$ cat src/rtl/bit_util_pkg.sv
// Shared bit-manipulation definitions used by the bit index streamer and popcount blocks.
package bit_util_pkg;

    localparam int DEFAULT_WIDTH = 32;

    typedef enum logic [0:0] {
        ST_IDLE = 1'b0,
        ST_BUSY = 1'b1
    } state_t;

    // Bits needed to address any bit of a w-bit word (at least one).
    function automatic int idx_width(input int w);
        return (w <= 1) ? 1 : $clog2(w);
    endfunction

endpackage

$ cat src/rtl/lowest_set_bit.sv
// Combinational priority encoder: index of the lowest set bit, plus an any-set flag.
module lowest_set_bit
    import bit_util_pkg::*;
#(
    parameter int WIDTH = DEFAULT_WIDTH,
    localparam int IDXW = idx_width(WIDTH)
) (
    input  logic [WIDTH-1:0] vec,
    output logic [IDXW-1:0]  idx,
    output logic             any
);

    // Scan from the top down so the lowest set bit overwrites everything above it.
    always_comb begin
        idx = {IDXW{1'b0}};
        any = |vec;
        for (int i = WIDTH - 1; i >= 0; i--) begin
            idx = vec[i] ? IDXW'(i) : idx;
        end
    end

endmodule

$ cat src/rtl/bit_index_streamer.sv
// Expands one word into a stream of set-bit indices, lowest first, with a 1-based ordinal per beat.
module bit_index_streamer
    import bit_util_pkg::*;
#(
    parameter int WIDTH = DEFAULT_WIDTH,
    localparam int IDXW = idx_width(WIDTH),
    localparam int CNTW = $clog2(WIDTH) + 1
) (
    input  logic             clk,
    input  logic             rst,
    input  logic [WIDTH-1:0] in_data,
    input  logic             in_valid,
    output logic             in_ready,
    output logic [IDXW-1:0]  out_idx,
    output logic [CNTW-1:0]  out_count,
    output logic             out_none,
    output logic             out_last,
    output logic             out_valid,
    input  logic             out_ready
);

    state_t            r_state;
    state_t            w_state_nxt;
    logic [WIDTH-1:0]  r_mask;
    logic              r_none;
    logic [CNTW-1:0]   r_ordinal;

    logic [WIDTH-1:0]  w_mask_dec;
    logic [WIDTH-1:0]  w_mask_clr;
    logic [IDXW-1:0]   w_low_idx;
    logic              w_any;
    logic              w_last;
    logic              w_accept;
    logic              w_fire;

    lowest_set_bit #(
        .WIDTH (WIDTH)
    ) u_lsb (
        .vec (r_mask),
        .idx (w_low_idx),
        .any (w_any)
    );

    // mask & (mask-1) is only meaningful while mask is non-zero; the none flag covers the empty word.
    assign w_mask_dec = r_mask - {{(WIDTH-1){1'b0}}, 1'b1};
    assign w_mask_clr = r_mask & w_mask_dec;
    assign w_last     = r_none || (w_mask_clr == {WIDTH{1'b0}});
    assign w_accept   = in_valid && in_ready;
    assign w_fire     = out_valid && out_ready;

    // Next-state and handshake/beat outputs; everything is zero outside BUSY.
    always_comb begin
        w_state_nxt = r_state;
        in_ready    = 1'b0;
        out_valid   = 1'b0;
        out_idx     = {IDXW{1'b0}};
        out_count   = {CNTW{1'b0}};
        out_none    = 1'b0;
        out_last    = 1'b0;
        case (r_state)
            ST_IDLE: begin
                in_ready = 1'b1;
                if (in_valid) begin
                    w_state_nxt = ST_BUSY;
                end else begin
                    w_state_nxt = ST_IDLE;
                end
            end
            ST_BUSY: begin
                out_valid = 1'b1;
                out_idx   = w_any ? w_low_idx : {IDXW{1'b0}};
                out_count = r_none ? {CNTW{1'b0}} : r_ordinal;
                out_none  = r_none;
                out_last  = w_last;
                if (out_ready && w_last) begin
                    w_state_nxt = ST_IDLE;
                end else begin
                    w_state_nxt = ST_BUSY;
                end
            end
            default: begin
                w_state_nxt = ST_IDLE;
            end
        endcase
    end

    // State register.
    always_ff @(posedge clk or posedge rst) begin
        if (rst) begin
            r_state <= ST_IDLE;
        end else begin
            r_state <= w_state_nxt;
        end
    end

    // Working mask, empty-word flag and running ordinal.
    always_ff @(posedge clk or posedge rst) begin
        if (rst) begin
            r_mask    <= {WIDTH{1'b0}};
            r_none    <= 1'b0;
            r_ordinal <= {CNTW{1'b0}};
        end else if (w_accept) begin
            r_mask    <= in_data;
            r_none    <= (in_data == {WIDTH{1'b0}});
            r_ordinal <= {{(CNTW-1){1'b0}}, 1'b1};
        end else if (w_fire) begin
            if (w_last) begin
                r_mask <= {WIDTH{1'b0}};
            end else begin
                r_mask    <= w_mask_clr;
                r_ordinal <= r_ordinal + {{(CNTW-1){1'b0}}, 1'b1};
            end
        end else begin
            r_mask    <= r_mask;
            r_none    <= r_none;
            r_ordinal <= r_ordinal;
        end
    end

endmodule

$ cat config.mk
export PLATFORM = sky130hd
export DESIGN_NAME = bit_index_streamer
export DESIGN_NICKNAME = d
export VERILOG_FILES = /design/src/rtl/bit_util_pkg.sv /design/src/rtl/lowest_set_bit.sv /design/src/rtl/bit_index_streamer.sv
export SDC_FILE = /design/constraint.sdc
export NUM_CORES = 1
export LEC_CHECK = 0
export CAP_MARGIN = 20
export CORE_MARGIN = 4
export CORE_UTILIZATION = 53
export CTS_CLUSTER_SIZE = 24
export DETAILED_ROUTE_END_ITERATION = 16
export GPL_TIMING_DRIVEN = 0
export PLACE_DENSITY = 0.8
export SKIP_CTS_REPAIR_TIMING = 1
export SYNTH_ARGS = -nofsm -noshare
export SYNTH_HDL_FRONTEND = slang
export SYNTH_SLANG_ARGS = --single-unit
export TNS_END_PERCENT = 30
$ cat constraint.sdc
create_clock -name clk -period 4.5 [get_ports clk]
set_input_delay 0.9 -clock clk [delete_from_list [all_inputs] [get_ports clk]]
set_output_delay 0.9 -clock clk [all_outputs]
set_load 0.01 [all_outputs]
-- Yosys cells after proc, flatten, opt, wreduce, memory -nomap -nowiden
Index checks and enable logic that the tools add are counted.
- register bits: 40
- input port bits: 36
- output and inout bits: 15
- $add $sub $neg: 2
- equality and inequality tests: 1
- multiplexer cells: 49
- bitwise logic cells: 2
- reductions and logical operators: 9
- operators with widths (cell ; number):
    $mux 5 ; 34
    $mux 32 ; 3
    $logic_not 32->1 ; 2
    $and 32x32->32 ; 1
    $reduce_or 32->1 ; 1
    $sub 32x1->32 const B ; 1
    $mux 6 ; 5
    $add 6x1->6 const B ; 1
    $mux 1 ; 6
    $logic_and 1x1->1 ; 3
    $ne 2x1->1 const B ; 1
    $pmux 1 s2 ; 1
    $reduce_and 2->1 ; 1
    $reduce_bool 2->1 ; 1
    $logic_or 1x1->1 ; 1
    $not 1->1 ; 1

-- Logic depth before layout (Yosys ltp)
- depth in word-level cells: 34
- depth in mapped cells: 11
- mapped depth without buffers: 8

-- Modules after synthesis
A second synthesis with hierarchy kept.
- cell total of the unflattened synthesis: 327
- area total of the unflattened synthesis: 2758.9 µm²
- modules (own cells, without submodules) (module ; instances ; cells an instance ; area each (µm²)):
    bit_index_streamer ; 1 ; 262 ; 2373.5
    lowest_set_bit ; 1 ; 65 ; 385.4

-- Worst setup path before layout
OpenSTA, ideal clock, no wires.
- kind: register to output
- from: register r_mask[21]
- to: output out_last
- data arrival time: 2705 ps
- data required time: 3600 ps
- slack: 895 ps
- cell stages (with the launch flop): 11
- path through: dfrtp_1 -> buf_2 -> or4_1 -> or2_1 -> buf_2 -> or3_4 -> or3_1 -> a211oi_2 -> o211ai_4 -> nand2b_1 -> and2_1
- longest elaborated chain between the ends: 5
- ends and longest elaborated chain (element ; RTL line ; source):
    from (decl) ; bit_index_streamer.sv:24 ; logic [WIDTH-1:0] r_mask;
    from (signal assigned) ; bit_index_streamer.sv:99 ; r_mask <= {WIDTH{1'b0}};
    from (signal assigned) ; bit_index_streamer.sv:103 ; r_mask <= in_data;
    from (signal assigned) ; bit_index_streamer.sv:108 ; r_mask <= {WIDTH{1'b0}};
    $sub 32x1->32 ; bit_index_streamer.sv:45 ; assign w_mask_dec = r_mask - {{(WIDTH-1){1'b0}}, 1'b1};
    $and 32x32->32 * ; bit_index_streamer.sv:46 ; assign w_mask_clr = r_mask & w_mask_dec;
    $logic_not 32->1 * ; bit_index_streamer.sv:47 ; assign w_last = r_none || (w_mask_clr == {WIDTH{1'b0}});
    $logic_or 1x1->1 * ; bit_index_streamer.sv:47 ;
    $mux 1 * ; bit_index_streamer.sv:60 ; case (r_state)
    to (decl) ; bit_index_streamer.sv:17 ; output logic out_last,
Every way passes the cells marked *; elsewhere a longest branch is shown, timed or not.

-- Final worst setup path
- from: register r_mask[14]
- to: output out_last
Same word-level chain as after synthesis.

==> results.ini <==
[status]
status=complete, no violations

[worst_setup_path]
cp_max_fo=10
crit_arrival_ps=3330
critPathLaunchType=flip-flop
worstPathCellList=clkbuf_1, nor4_2, nand4_2, clkbuf_1, o31ai_1, o2111ai_1, a211oi_2, o211ai_4, nand2b_1, and2_1, dlymetal6s2s_1
critPathRequiredTime_ps=3600
endpoint_kind=output port
critPathKind=flip-flop to output port
cp_slowest_stage_delay_ps=470
crit_top_cell=clkbuf_1
cp_slowest_cell=nor4_2

[synthesis]
synth-xor-area-share=0
ys_warn_count=0
synthArstFlopShare=1.000
synth_top_family_by_area=compound AO/OA/AOI/OAI gates
yosysMostFrequentCell=dfrtp_1
yosysTopAreaCell=dfrtp_1
synth_ff_type=dfrtp_1
muxShareOfSynthArea=0.02109
syn_avg_cell_area_um2=8.400
syn-cell-area_mm2=0.002848
synth_compound_area_frac=0.3172
syn_nets=376
yosys.area_share.simple=0.2399
yosys-top-cells-area=dfrtp_1 35%, a22oi_1 6.9%, o21ai_0 5.1%
ys_types=56
yosysSeqAreaShare=0.3515
yosys-top-cells-count=40 x dfrtp_1, 30 x nor2_1, 29 x nand2_1, 29 x o21ai_0, 26 x a22oi_1
synth_fa_ha_area_frac=0.01142
ys_ff_latch=40
synth_enable_flop_cells=0
synth_top_area_frac=0.3515
netlist_instances=339

[clock_network]
cts_buffer_depth=2
clkTransAtPathRegs_ps=80
clockRootBuffer=clkbuf_8
h-tree-depth=2
cts_tree=done
cts_inserted_buffers=5
clkLatencyLatePin_ps=300
clock-sinks=40

[die]
initial_core_util=0.5506
die_area_mm2=0.006610
num_rows=26
num_io_pins=51
die_h_um=81.30
die_w_um=81.30
core_area_mm2=0.005172

[timing]
fmax_mhz=236.5
min_period_ps=4228
finClkSkew_ps=5.511
tightest_slew_ps=872.4
max_slew_margin=0.4176
rsz0062_at_grt=no
finalHoldViolCount=0
setup_viol_count_final=0
final.period_utilization=0.9396
hold_slack_ps=474.6
drv_slew=0

[routing]
drtAntennaViolNets=0
wire_per_inst_um=18.43
drtPass1Iterations=8
wirelength_um=8755
vias_per_cell=6.455
drt_iter0_markers=383
vias=3066
route.detailed.drc=0

[power]
power_density_mw_per_mm2=308.8
leakage_nw=1.532
vdd_drop_max_mv=0.2316

[placement]
dp_hpwl_um=6192
portBuffers=50
gp_congestion=0.9054

[hold_path]
hold_path.class=flip-flop to flip-flop

[global_route]
overflow=0
antenna_found_initial=0
grt_pass1_wl_um=13880
grt_pass1_vias=2871
grt_usage=0.2735
grt_start_max_net_pins=41

[job]
cap_violations=0

[cells_and_area]
final_nets=442
syn_to_final_growth_pct=27.46
diodes=0
drive_above_1_share=0.1407
utilization=0.7017

[routing by layer]
layer,global-route usage,wire (µm)
met5,0,0
met4,0.08446,157
met3,0.05876,809
met2,0.4389,4123
met1,0.3677,3665
[registers in the layout, summed over array words and instances, names as in the netlist]
signal,count
r_none,1
r_ordinal,6
r_state,1
r_mask,32
[critical path, delay by kind of cell, from the launching register on]
kind | cells | cell delay [ps]
flops | 1 | 370
compound gates | 4 | 1010
simple gates | 4 | 970
buf+inv | 3 | 680
[layout make-up]
class / instances / area, µm²
buffer: 22 / 115.1
clock buffer: 6 / 72.57
clock inverter: 1 / 5.005
fill: 415 / 1543
inverter: 12 / 45.04
multi-input combinational: 263 / 1718
sequential: 40 / 1001
tap: 70 / 87.58
timing repair buffer: 61 / 585.6
[kinds of logic after synthesis]
kind of cell | count (synthesis)
AOI/OAI and AO/OA | 128
and+or+nand+nor | 126
DFF | 40
buffers and inverters | 36
muxes | 6
adders and majority gates | 3
[cell usage in the layout, fill, tap and decap left out, types with 3 or more instances in the layout]
| cell | instances |
|---|---|
| nor2_1 | 30 |
| o31ai_1 | 10 |
| buf_4 | 11 |
| inv_1 | 11 |
| o21ai_1 | 4 |
| dfrtp_1 | 40 |
| nor2b_1 | 3 |
| a2111oi_0 | 3 |
| nor4_1 | 12 |
| clkbuf_8 | 5 |
| mux2i_1 | 6 |
| nor3_1 | 9 |
| a22o_1 | 3 |
| and2_1 | 8 |
| a31oi_1 | 3 |
| clkdlybuf4s50_1 | 49 |
| clkbuf_1 | 17 |
| buf_2 | 4 |
| o21ai_0 | 29 |
| or4_1 | 3 |
| nand4_1 | 5 |
| a22oi_1 | 26 |
| or2_2 | 6 |
| nor4_4 | 3 |
| a21oi_1 | 13 |
| nand2_1 | 29 |
| o21ai_2 | 16 |
[worst paths after layout]
| kind | cells after the start | from | slack (ps) | end |
|---|---|---|---|---|
| max | 11 | r_mask[14] | 270 | out_last |
| min | 1 | r_ordinal[5] | 470 | r_ordinal[5] |
| max reg2reg | 12 | r_mask[14] | 1190 | r_mask[27] |
| min reg2reg | 1 | r_ordinal[5] | 470 | r_ordinal[5] |
| max in group asynchronous | 2 | rst | 2850 | r_mask[19] |
| min in group asynchronous | 2 | rst | 1100 | r_mask[3] |
[per-stage QoR]
stage	instances	total power, mW	TNS, ps	cell area [µm²]	setup slack (ps)
2_1_floorplan	339	0.6830	0	2848	894.8
3_3_place_gp	459	0.8732	0	3436	0.4865
3_5_place_dp	459	0.8852	-46.90	3436	-46.90
4_1_cts	466	1.116	-355.6	3513	-355.6
5_1_grt	475	1.177	0	3630	64.92
6_report	475	1.121	0	3630	271.9
[report_power, final]
part	internal, mW	switching [mW]	leakage, nW
combinational	0.229	0.198	0.976
clock	0.106	0.130	0.0410
sequential	0.401	0.0569	0.515
Power figures use the tool's default switching activity.
